## src/rtl/mm_bus_pkg.sv

```systemverilog
// Shared types and requester IDs for the memory bus arbitration slice.
package mm_bus_pkg;

  typedef enum logic [1:0] {ARB_IDLE, ARB_GRANT, ARB_HOLD} arb_state_t;

  localparam int unsigned NUM_BUS_REQ = 4;

  localparam int unsigned REQ_ITLB   = 0;
  localparam int unsigned REQ_ICACHE = 1;
  localparam int unsigned REQ_DTLB   = 2;
  localparam int unsigned REQ_DCACHE = 3;

endpackage

```

## src/rtl/rr_priority_picker.sv

```systemverilog
// Combinational round-robin search: first set request at or after ptr, wrapping.
module rr_priority_picker
  import mm_bus_pkg::*;
#(
  parameter int unsigned NUM_REQ  = NUM_BUS_REQ,
  parameter int unsigned ID_WIDTH = $clog2(NUM_REQ)
) (
  input  logic [NUM_REQ-1:0]  req,
  input  logic [ID_WIDTH-1:0] ptr,
  output logic [ID_WIDTH-1:0] winner,
  output logic                valid
);

  logic [ID_WIDTH-1:0] idx;

  always_comb begin
    winner = '0;
    valid  = 1'b0;
    idx    = '0;
    for (int unsigned i = 0; i < NUM_REQ; i++) begin
      idx = ID_WIDTH'((32'(ptr) + i) % NUM_REQ);
      if (!valid && req[idx]) begin
        valid  = 1'b1;
        winner = idx;
      end
    end
  end

endmodule

```

## src/rtl/mem_bus_arbiter.sv

```systemverilog
// Round-robin owner arbitration for the shared memory bus; owner_id drives the bus mux select.
module mem_bus_arbiter
  import mm_bus_pkg::*;
#(
  parameter int unsigned NUM_REQ       = NUM_BUS_REQ,
  parameter int unsigned ID_WIDTH      = $clog2(NUM_REQ),
  parameter int unsigned GRANT_TIMEOUT = 4
) (
  input  logic                clk,
  input  logic                reset,
  input  logic [NUM_REQ-1:0]  req_reqcyc,
  input  logic [NUM_REQ-1:0]  req_busy,
  output logic [NUM_REQ-1:0]  grant,
  output logic                owner_valid,
  output logic [ID_WIDTH-1:0] owner_id,
  output logic                bus_idle,
  output logic                protocol_err
);

  localparam int unsigned CNT_W = $clog2(GRANT_TIMEOUT + 1);

  arb_state_t          state_q, state_d;
  logic [NUM_REQ-1:0]  grant_d;
  logic [ID_WIDTH-1:0] owner_id_d;
  logic [ID_WIDTH-1:0] rr_ptr_q, rr_ptr_d;
  logic [ID_WIDTH-1:0] pick_id, next_ptr;
  logic                pick_valid;
  logic [CNT_W-1:0]    cnt_q, cnt_d;
  logic                perr_d;
  logic                owner_busy, owner_req, release_own;

  rr_priority_picker #(
    .NUM_REQ  (NUM_REQ),
    .ID_WIDTH (ID_WIDTH)
  ) u_picker (
    .req    (req_reqcyc),
    .ptr    (rr_ptr_q),
    .winner (pick_id),
    .valid  (pick_valid)
  );

  assign owner_busy = req_busy[owner_id];
  assign owner_req  = req_reqcyc[owner_id];
  // Next search starts just past the releasing owner so it cannot win again while others wait.
  assign next_ptr   = (owner_id == ID_WIDTH'(NUM_REQ - 1)) ? '0 : owner_id + ID_WIDTH'(1);

  always_comb begin
    state_d     = state_q;
    grant_d     = grant;
    owner_id_d  = owner_id;
    rr_ptr_d    = rr_ptr_q;
    cnt_d       = cnt_q;
    release_own = 1'b0;
    perr_d      = (state_q == ARB_IDLE) ? (|req_busy) : (|(req_busy & ~grant));

    unique case (state_q)
      ARB_IDLE: begin
        if (pick_valid) begin
          state_d    = ARB_GRANT;
          grant_d    = NUM_REQ'(1) << pick_id;
          owner_id_d = pick_id;
          cnt_d      = '0;
        end
      end
      ARB_GRANT: begin
        // A claim on the timeout edge still wins.
        if (owner_busy) begin
          state_d = ARB_HOLD;
        end else if (!owner_req || (cnt_q == CNT_W'(GRANT_TIMEOUT - 1))) begin
          release_own = 1'b1;
        end else begin
          cnt_d = cnt_q + CNT_W'(1);
        end
      end
      ARB_HOLD: begin
        if (!owner_busy) release_own = 1'b1;
      end
      default: state_d = ARB_IDLE;
    endcase

    if (release_own) begin
      state_d    = ARB_IDLE;
      grant_d    = '0;
      owner_id_d = '0;
      rr_ptr_d   = next_ptr;
      cnt_d      = '0;
    end
  end

  always_ff @(posedge clk) begin
    if (reset) begin
      state_q      <= ARB_IDLE;
      grant        <= '0;
      owner_valid  <= 1'b0;
      owner_id     <= '0;
      bus_idle     <= 1'b1;
      protocol_err <= 1'b0;
      rr_ptr_q     <= '0;
      cnt_q        <= '0;
    end else begin
      state_q      <= state_d;
      grant        <= grant_d;
      owner_valid  <= (state_d != ARB_IDLE);
      owner_id     <= owner_id_d;
      bus_idle     <= (state_d == ARB_IDLE);
      protocol_err <= perr_d;
      rr_ptr_q     <= rr_ptr_d;
      cnt_q        <= cnt_d;
    end
  end

endmodule

```

## config.mk

```make
export PLATFORM = sky130hd
export DESIGN_NAME = mem_bus_arbiter
export DESIGN_NICKNAME = d
export VERILOG_FILES = /design/src/rtl/mm_bus_pkg.sv /design/src/rtl/rr_priority_picker.sv /design/src/rtl/mem_bus_arbiter.sv
export SDC_FILE = /design/constraint.sdc
export NUM_CORES = 1
export LEC_CHECK = 0
export CAP_MARGIN = 20
export CELL_PAD_IN_SITES_DETAIL_PLACEMENT = 1
export CELL_PAD_IN_SITES_GLOBAL_PLACEMENT = 1
export CORE_ASPECT_RATIO = 2
export CORE_UTILIZATION = 33
export DETAILED_ROUTE_END_ITERATION = 6
export PLACE_DENSITY = 0.7
export SYNTH_ARGS = -nofsm -noshare
export SYNTH_HDL_FRONTEND = slang
export SYNTH_SLANG_ARGS = --single-unit
```

## constraint.sdc

```tcl
create_clock -name clk -period 1.73 [get_ports clk]
set_clock_uncertainty 0.1 [all_clocks]
set_input_delay 0.346 -clock clk [delete_from_list [all_inputs] [get_ports clk]]
set_output_delay 0.346 -clock clk [all_outputs]
set_load 0.05 [all_outputs]
```

# Yosys cells after proc, flatten, opt, wreduce, memory -nomap -nowiden
# Index checks and enable logic that the tools add are counted.
dict set report totals {
  reg_bits 16
  inputBits 10
  out_inout_bits 9
  wordCells 79
}
dict set report op_classes {
  add_sub_neg 5
  n_lt_le_gt_ge 5
  n_eq_ne 7
  n_shift 1
  n_mux 34
  bitwise_logic 2
  n_reduce_logical 17
}
# cell count
set ops {}
lappend ops {{2-bit 2-to-1 mux} 8}
lappend ops {{2-bit by 3-bit less-than comparator with 1-bit output, second input constant} 5}
lappend ops {{1-bit 2-to-1 mux} 14}
lappend ops {{1-bit binary-select mux with 2-bit select} 6}
lappend ops {{3-bit 2-to-1 mux} 3}
lappend ops {{4-bit OR reduction} 2}
lappend ops {{2-bit != test, second input constant} 3}
lappend ops {{2-bit one-hot mux with 3 select lines} 1}
lappend ops {{3-bit one-hot mux with 2 select lines} 1}
lappend ops {{2-bit by 1-bit adder with 2-bit output, second input constant} 2}
lappend ops {{2-bit adder, second input constant} 2}
lappend ops {{4-bit bitwise AND} 1}
lappend ops {{2-bit equality test, second input constant} 2}
lappend ops {{1-bit zero test} 4}
lappend ops {{2-bit zero test} 2}
lappend ops {{4-bit NOT} 1}
lappend ops {{4-bit AND reduction} 1}
lappend ops {{2-bit nonzero test} 2}
lappend ops {{1-bit by 2-bit << shifter with 4-bit output, first input constant} 1}
lappend ops {{3-bit by 1-bit adder with 3-bit output, second input constant} 1}
lappend ops {{3-bit by 2-bit equality test with 1-bit output, second input constant} 1}
lappend ops {{1-bit logical AND} 3}
lappend ops {{2-bit by 1-bit equality test with 1-bit output, second input constant} 1}
lappend ops {{1-bit one-hot mux with 2 select lines} 1}
lappend ops {{other kinds (3)} 3}

# Logic depth before layout (Yosys ltp)
# Gate-level depths: netlist of the first run.
dict set report logic_depth {
  ltp_word 16
  mapped_depth 8
}

# Modules after synthesis
# A second synthesis of the first run with hierarchy kept.
dict set report unflattened {
  cells_unflattened 111
  area_unflattened_um2 1031.0
}
# module n_inst cells_per_inst area_per_inst_um2 seq_area_each_um2
set modules_own_cells {}
lappend modules_own_cells {mem_bus_arbiter 1 96 953.4 320.3}
lappend modules_own_cells {rr_priority_picker 1 15 77.6 0.0}

# Worst setup path before layout of the first run
# Ideal clock, no wire load.
dict set report synth_path {
  path_kind {register to register}
  start {register owner_id[0]}
  end {register cnt_q[0]}
  arrival_time_ps 2075
  path_slack_ps -509
  stages_incl_launch_ff 5
  n_path_buf 0
  synth_period_minus_slack_ps 2239
  cell_sequence {dfxtp_1 -> mux4_2 -> and4bb_1 -> mux2_2 -> nor2_1}
}
dict set report synth_via {
  elab_chain_len 8
  word_cells_on_any_way 14
  classes_between {eq/ne: 2; mux: 8; reduce/logical: 4}
}
# element line_no
set synth_rtl {}
lappend synth_rtl {{start: declaration} mem_bus_arbiter.sv:15} ;# output logic [ID_WIDTH-1:0] owner_id,
lappend synth_rtl {{start signal: assignment} mem_bus_arbiter.sv:104} ;# owner_id <= owner_id_d;
lappend synth_rtl {{1-bit binary-select mux with 2-bit select} mem_bus_arbiter.sv:43} ;# assign owner_req = req_reqcyc[owner_id];
lappend synth_rtl {{1-bit 2-to-1 mux (implied by the code)} mem_bus_arbiter.sv:43}
lappend synth_rtl {{1-bit zero test} mem_bus_arbiter.sv:69} ;# end else if (!owner_req || (cnt_q == CNT_W'(GRANT_TIMEOUT - 1))) begin
lappend synth_rtl {{1-bit logical OR} mem_bus_arbiter.sv:69}
lappend synth_rtl {{1-bit 2-to-1 mux} mem_bus_arbiter.sv:69}
lappend synth_rtl {{1-bit 2-to-1 mux} mem_bus_arbiter.sv:67} ;# if (owner_busy) begin
lappend synth_rtl {{1-bit one-hot mux with 2 select lines} mem_bus_arbiter.sv:56} ;# unique case (state_q)
lappend synth_rtl {{2-bit OR reduction (no line)} -}
lappend synth_rtl {{end signal: assignment} mem_bus_arbiter.sv:108} ;# cnt_q <= cnt_d;
lappend synth_rtl {{end: declaration} mem_bus_arbiter.sv:28} ;# logic [CNT_W-1:0] cnt_q, cnt_d;
# Several ways; a longest one is shown, not always the timed one. The select of a mux whose other input is x is not followed.
# A chain may end at the register's enable or synchronous reset.

# Worst setup path in the final report of the first run
dict set report layout_path {
  start {register owner_id[0]}
  end {register grant[3]}
}
dict set report layout_via {
  elab_chain_len 8
  word_cells_on_any_way 11
  classes_between {mux: 8; reduce/logical: 3}
}
# element line_no
set layout_rtl {}
lappend layout_rtl {{1-bit binary-select mux with 2-bit select} mem_bus_arbiter.sv:43}
lappend layout_rtl {{1-bit 2-to-1 mux (implied by the code)} mem_bus_arbiter.sv:43}
lappend layout_rtl {{1-bit zero test} mem_bus_arbiter.sv:69}
lappend layout_rtl {{1-bit logical OR} mem_bus_arbiter.sv:69}
lappend layout_rtl {{1-bit 2-to-1 mux} mem_bus_arbiter.sv:69}
lappend layout_rtl {{1-bit 2-to-1 mux} mem_bus_arbiter.sv:67}
lappend layout_rtl {{1-bit one-hot mux with 2 select lines (*)} mem_bus_arbiter.sv:56}
lappend layout_rtl {{2-bit OR reduction (no line) (*)} -}
lappend layout_rtl {{end signal: assignment} mem_bus_arbiter.sv:102} ;# grant <= grant_d;
lappend layout_rtl {{end: declaration} mem_bus_arbiter.sv:13} ;# output logic [NUM_REQ-1:0] grant,
# Every way passes the cells marked *; elsewhere a longest branch is shown, timed or not. The select of a mux whose other input is x is not followed.

==> impl_metrics.ini, run 1 <==
[die]
coreArea_um2 = 2570
rows = 26
die_h_um = 75.6
ioPinCount = 19
start_util = 0.348
die_area_um2 = 2940
die_w_um = 38.8

[placement]
place_ws_ns = -0.547
dp.cells = 162
io_buffers = 18
dp_hpwl_um = 2170
place.gp.congestion = 0.940

[logic_synthesis]
synth.avg_cell_area_um2 = 9.22
async_flop_share = 0
synth-seq-area-share = 0.358
ys.flop_type = dfxtp_1
netlist_area_um2 = 895
synthTopCellsByArea = dfxtp_1 (36%), ha_1 (9.8%), a21oi_1 (5.0%), o21ai_0 (5.0%), mux4_2 (5.0%)
synth_seq_cells = 16
synthesis.nets = 114
synth.distinct_cells = 33
synthCells = 97
synth_top_area_share = 0.358
yosys_warnings = 0
yosys.area.top_type = dfxtp_1
synth_edf_count = 0

[critical_path]
cp_cell_sequence = mux4_2, buf_6, a211oi_4, or2_4, buf_12, a21oi_1
critical_path.startpoint_type = flop
slowest_delay_ns = 0.56
required_ns = 1.78
cp_max_fo = 9
critPathCaptureType = flop
r2r_slack_ns = -0.11
cp.arrival_ns = 1.89
setup.worst_path.class = reg -> reg
crit_slowest_cell = mux4_2

[cells_and_area]
final_cell_mix = buf_4 (25), dfxtp_1 (13), nor2_1 (10), inv_1 (9)
ff_latch_area_um2 = 329
nNetsFinal = 160
postLayoutCoreUtil = 0.571
drive_gt1_frac = 0.458
multi_input_area_um2 = 599
final_common_cell = buf_4
area_delta_synth_final_pct = 64.1
final_cells = 170
antenna_cells = 0
fillerInstances = 303

[pwr]
switchingPower_uw = 801
pwr-share-seq = 0.257
internal_power_uw = 1170
leakagePower_uw = 0.000610
power_switching_share = 0.406
clkPwrFrac = 0.156
peakVddDrop_mv = 0.585
pwr-share-comb = 0.587
power_density_nw_per_um2 = 1340

[cts]
clock-sinks = 16
ctsHoldBuffers = 0
cts_tree = yes
htreeDepth = 1
clockRootBuffer = clkbuf_8
clockBufferDepth = 2
clk_pin_slew_ns = 0.07
clk_latency_ns = 0.26
cts_inserted_buffers = 3

[routing]
wl_per_cell_um = 17.0
routed.top_layer = met4
vias_per_cell = 5.38
initialDrtViolationCount = 12
dr_wl_met3_um = 35
wl_met2_um = 1780
drc = 0
ant_nets = 0
first_pass_iters = 2
wl_met1_um = 990
wl_um = 2900
vias = 915

[timing]
hold_viol = 0
fin_crit_sh = 1.07
worst_slack_ns = -0.115
slew_headroom = 0.786
setup_viol = 15
hold_ws_ns = 0.384
slew_viol_final = 0
max_freq_mhz = 542
period_needed_ns = 1.84
rsz0062_at_grt = true
worst-slew-pin-transition_ns = 0.318

[run]
cap_violations = 0

[global_route]
grt_pass1_vias = 985
antenna_found_initial = 0
gr-total-overflow = 0
grt_start_max_net_pins = 13
track_usage = 0.218
grt_pass1_wl_um = 4270

[status]
violations = setup timing
status = finished, violations left

[min_path]
hold_class = reg -> reg
[state kept, by name (all words and copies together), names as in the netlist]
register      cells
grant             4
cnt_q             3
owner_id          2
rr_ptr_q          2
state_q           2
bus_idle          1
owner_valid       1
protocol_err      1
[cell usage after synthesis, drive strengths merged, types with 2 or more instances]
master  instances
o21ai           9
ha              7
mux2            2
a211oi          2
mux2i           4
nand2           4
buf             2
dfxtp          16
nor2           12
mux4            2
a311oi          2
a21oi           9
or3b            2
inv            10
[critical path: cells and delay by family (launching register included)]
kind,cells,cell delay (ns)
and+or+nand+nor,1,0.20
AOI/OAI and AO/OA,2,0.23
buffers and inverters,2,0.28
muxes,1,0.56
DFF,1,0.35
[kinds of logic after synthesis]
group                      after synthesis  share of synthesized area
AOI/OAI and AO/OA                       28                      0.218
and+or+nand+nor                         26                      0.150
DFF                                     16                      0.358
buffers and inverters                   12                     0.0559
muxes                                    8                      0.120
adders and majority gates                7                     0.0979
[repair_timing]
item,CTS,global route
resized for setup,19,11
setup endpoints to repair,15,15
pin swaps,5,6
setup buffers,5,0
[power by group through the flow]
stage	Sequential, uW	Combinational (uW)	Clock [uW]
global placement	509	983	0
detailed placement	512	1010	0
floorplan	674	371	0
CTS	507	1090	320
global route	517	1240	326
finish	507	1160	307
[layer usage]
metal | vias up | track usage
li1 | 437 | -
met1 | 456 | 0.194
met2 | 15 | 0.420
met3 | 7 | 0.0175
met4 | 0 | 0.153
met5 | - | 0
[per-stage QoR]
step                TNS [ns]  area (um^2)  total power (uW)
floorplan              -1.78          910              1050
global placement       -7.16         1320              1490
detailed placement     -7.86         1320              1520
CTS                    -1.04         1430              1920
global route           -2.30         1470              2080
finish                 -1.52         1470              1970
[final cells by class]
type | instances | area share
Tap cell | 28 | 0.0239
Inverter | 10 | 0.0256
Clock buffer | 4 | 0.0307
Sequential cell | 16 | 0.224
Timing Repair Buffer | 43 | 0.287
Multi-Input combinational cell | 69 | 0.408
[final timing paths]
kind	to	depth (start not counted)	startpoint
min	grant[3]$_SDFFE_PP0P_	2	grant[3]$_SDFFE_PP0P_
max	grant[3]$_SDFFE_PP0P_	6	owner_id[0]$_SDFFE_PP0P_
max reg2reg	grant[3]$_SDFFE_PP0P_	6	owner_id[0]$_SDFFE_PP0P_
min reg2reg	grant[3]$_SDFFE_PP0P_	2	grant[3]$_SDFFE_PP0P_
No activity file was read; power rests on OpenSTA's default activity.
==> run 2, diff against run 1 <==
--- a/config.mk
+++ b/config.mk
@@ -10,8 +10,9 @@
 export CELL_PAD_IN_SITES_GLOBAL_PLACEMENT = 1
 export CORE_ASPECT_RATIO = 2
 export CORE_UTILIZATION = 33
+export CTS_CLUSTER_DIAMETER = 100
 export DETAILED_ROUTE_END_ITERATION = 6
-export PLACE_DENSITY = 0.7
+export PLACE_DENSITY = 0.83
 export SYNTH_ARGS = -nofsm -noshare
 export SYNTH_HDL_FRONTEND = slang
 export SYNTH_SLANG_ARGS = --single-unit
==> impl_metrics.ini, run 2 (synthesis gave the netlist of run 1 again) <==
[routing]
vias_per_cell = 5.37
initialDrtViolationCount = 16
first_pass_iters = 4
wl_per_cell_um = 16.6
vias = 891
wl_um = 2750
drc = 0
ant_nets = 0

[critical_path]
critPathCaptureType = flop
reg2reg_depth = 4
cp_max_fo = 4
critical_path.startpoint_type = flop
r2r_slack_ns = -0.12
required_ns = 1.83
setup.worst_path.class = reg -> reg
cp.arrival_ns = 1.94

[timing]
slew_viol_final = 0
setup_viol = 15
worst_slack_ns = -0.118
max_freq_mhz = 541
hold_viol = 0
rsz0062_at_grt = true
slew_headroom = 0.761
worst-slew-pin-transition_ns = 0.359
period_needed_ns = 1.85
fin_crit_sh = 1.07

[cts]
clk_pin_slew_ns = 0.07
clock-sinks = 16
cts_inserted_buffers = 3
ctsHoldBuffers = 0
clockRootBuffer = clkbuf_8
cts_tree = yes
htreeDepth = 1
clk_latency_ns = 0.26
clockBufferDepth = 2

[placement]
io_buffers = 18
place.gp.congestion = 0.726
dp_hpwl_um = 2080
place_ws_ns = -0.632

[die]
die_area_um2 = 2940
start_util = 0.348
coreArea_um2 = 2570
ioPinCount = 19
rows = 26
die_h_um = 75.6
die_w_um = 38.8

[cells_and_area]
top_register = grant
drive_gt1_frac = 0.500
area_delta_synth_final_pct = 60.7
fillerInstances = 288
final_cell_mix = buf_4 (24), dfxtp_1 (12), inv_1 (9), o21ai_0 (8), dlygate4sd2_1 (7)
largest_reg_flops = 4
postLayoutCoreUtil = 0.559
nNetsFinal = 156
final_common_cell = buf_4
largestRegisters = grant: 4 flops, cnt_q: 3 flops
antenna_cells = 0

[pwr]
peakVddDrop_mv = 0.612
power_density_nw_per_um2 = 1370
leakagePower_uw = 0.000587
power_uw = 1960

[global_route]
grt_pass1_wl_um = 4280
gr-total-overflow = 0
antenna_found_initial = 0
track_usage = 0.215
grt_pass1_vias = 931
grt_start_max_net_pins = 12

[min_path]
hold_path_depth = 2
hold_class = reg -> reg

[run]
cap_violations = 0

[status]
violations = setup timing
status = finished, violations left
[run 2: cell count changes in the layout (fill, tap and decap cells not counted), moves of 2 or more]
cell / previous run / this run
buf_6: 3 / 1
nor2_2: 2 / 5
nor2_1: 10 / 6
buf_12: 6 / 4
[run 2: routing by layer]
metal | up-vias | track usage | wire [um]
met3 | 6 | 0.0204 | 66
met1 | 436 | 0.220 | 966
met5 | - | 0 | 0
met2 | 18 | 0.391 | 1640
li1 | 431 | - | -
met4 | 0 | 0.138 | 80
[run 2: per-stage QoR]
step / setup TNS [ns] / cells / hold slack [ns] / instance area [um^2]
final: -0.588 / 166 / 0.414 / 1440
after detailed placement: -8.87 / 162 / 0.417 / 1300
after global routing: -1.36 / 166 / 0.444 / 1440
after floorplan: -1.78 / 97 / 0.318 / 910
after global placement: -8.08 / 162 / 0.357 / 1300
after CTS: -0.544 / 166 / 0.432 / 1400
[run 2: report_power, final]
part	internal (uW)	total [uW]	switching, uW
clock network	203	347	145
registers	450	511	61.6
logic	522	1100	582
[run 2: worst paths after layout]
check / from / end
max: owner_id[0]$_SDFFE_PP0P_ / cnt_q[0]$_SDFFE_PP0P_
min: grant[3]$_SDFFE_PP0P_ / grant[3]$_SDFFE_PP0P_
max reg2reg: owner_id[0]$_SDFFE_PP0P_ / cnt_q[0]$_SDFFE_PP0P_
min reg2reg: grant[3]$_SDFFE_PP0P_ / grant[3]$_SDFFE_PP0P_
[run 2: cell type report]
cell class / instances / area (um^2) / area share
Multi-Input combinational cell: 69 / 611 / 0.425
Timing Repair Buffer: 39 / 369 / 0.257
Sequential cell: 16 / 330 / 0.230
Clock buffer: 4 / 55.1 / 0.0383
Inverter: 10 / 37.5 / 0.0261
Tap cell: 28 / 35.0 / 0.0244
[run 2: timing repair]
action,4_1_cts,5_1_grt
endpoints found under the hold margin,0,0
resized for setup,28,10
setup buffers,0,0
endpoints found under the setup margin,15,15
pin swaps,10,5
[run 2: critical path: stages, from the launching register on]
cell	delay [ns]
dfxtp_4	0.35
mux4_2	0.56
and4bb_4	0.38
mux2_4	0.31
nor2_2	0.09
==> run 3, diff against run 2 <==
--- a/config.mk
+++ b/config.mk
@@ -5,7 +5,6 @@
 export SDC_FILE = /design/constraint.sdc
 export NUM_CORES = 1
 export LEC_CHECK = 0
-export CAP_MARGIN = 20
 export CELL_PAD_IN_SITES_DETAIL_PLACEMENT = 1
 export CELL_PAD_IN_SITES_GLOBAL_PLACEMENT = 1
 export CORE_ASPECT_RATIO = 2
==> results of run 3 <==
The final DEF is identical to that of run 2; final timing and power are the same.
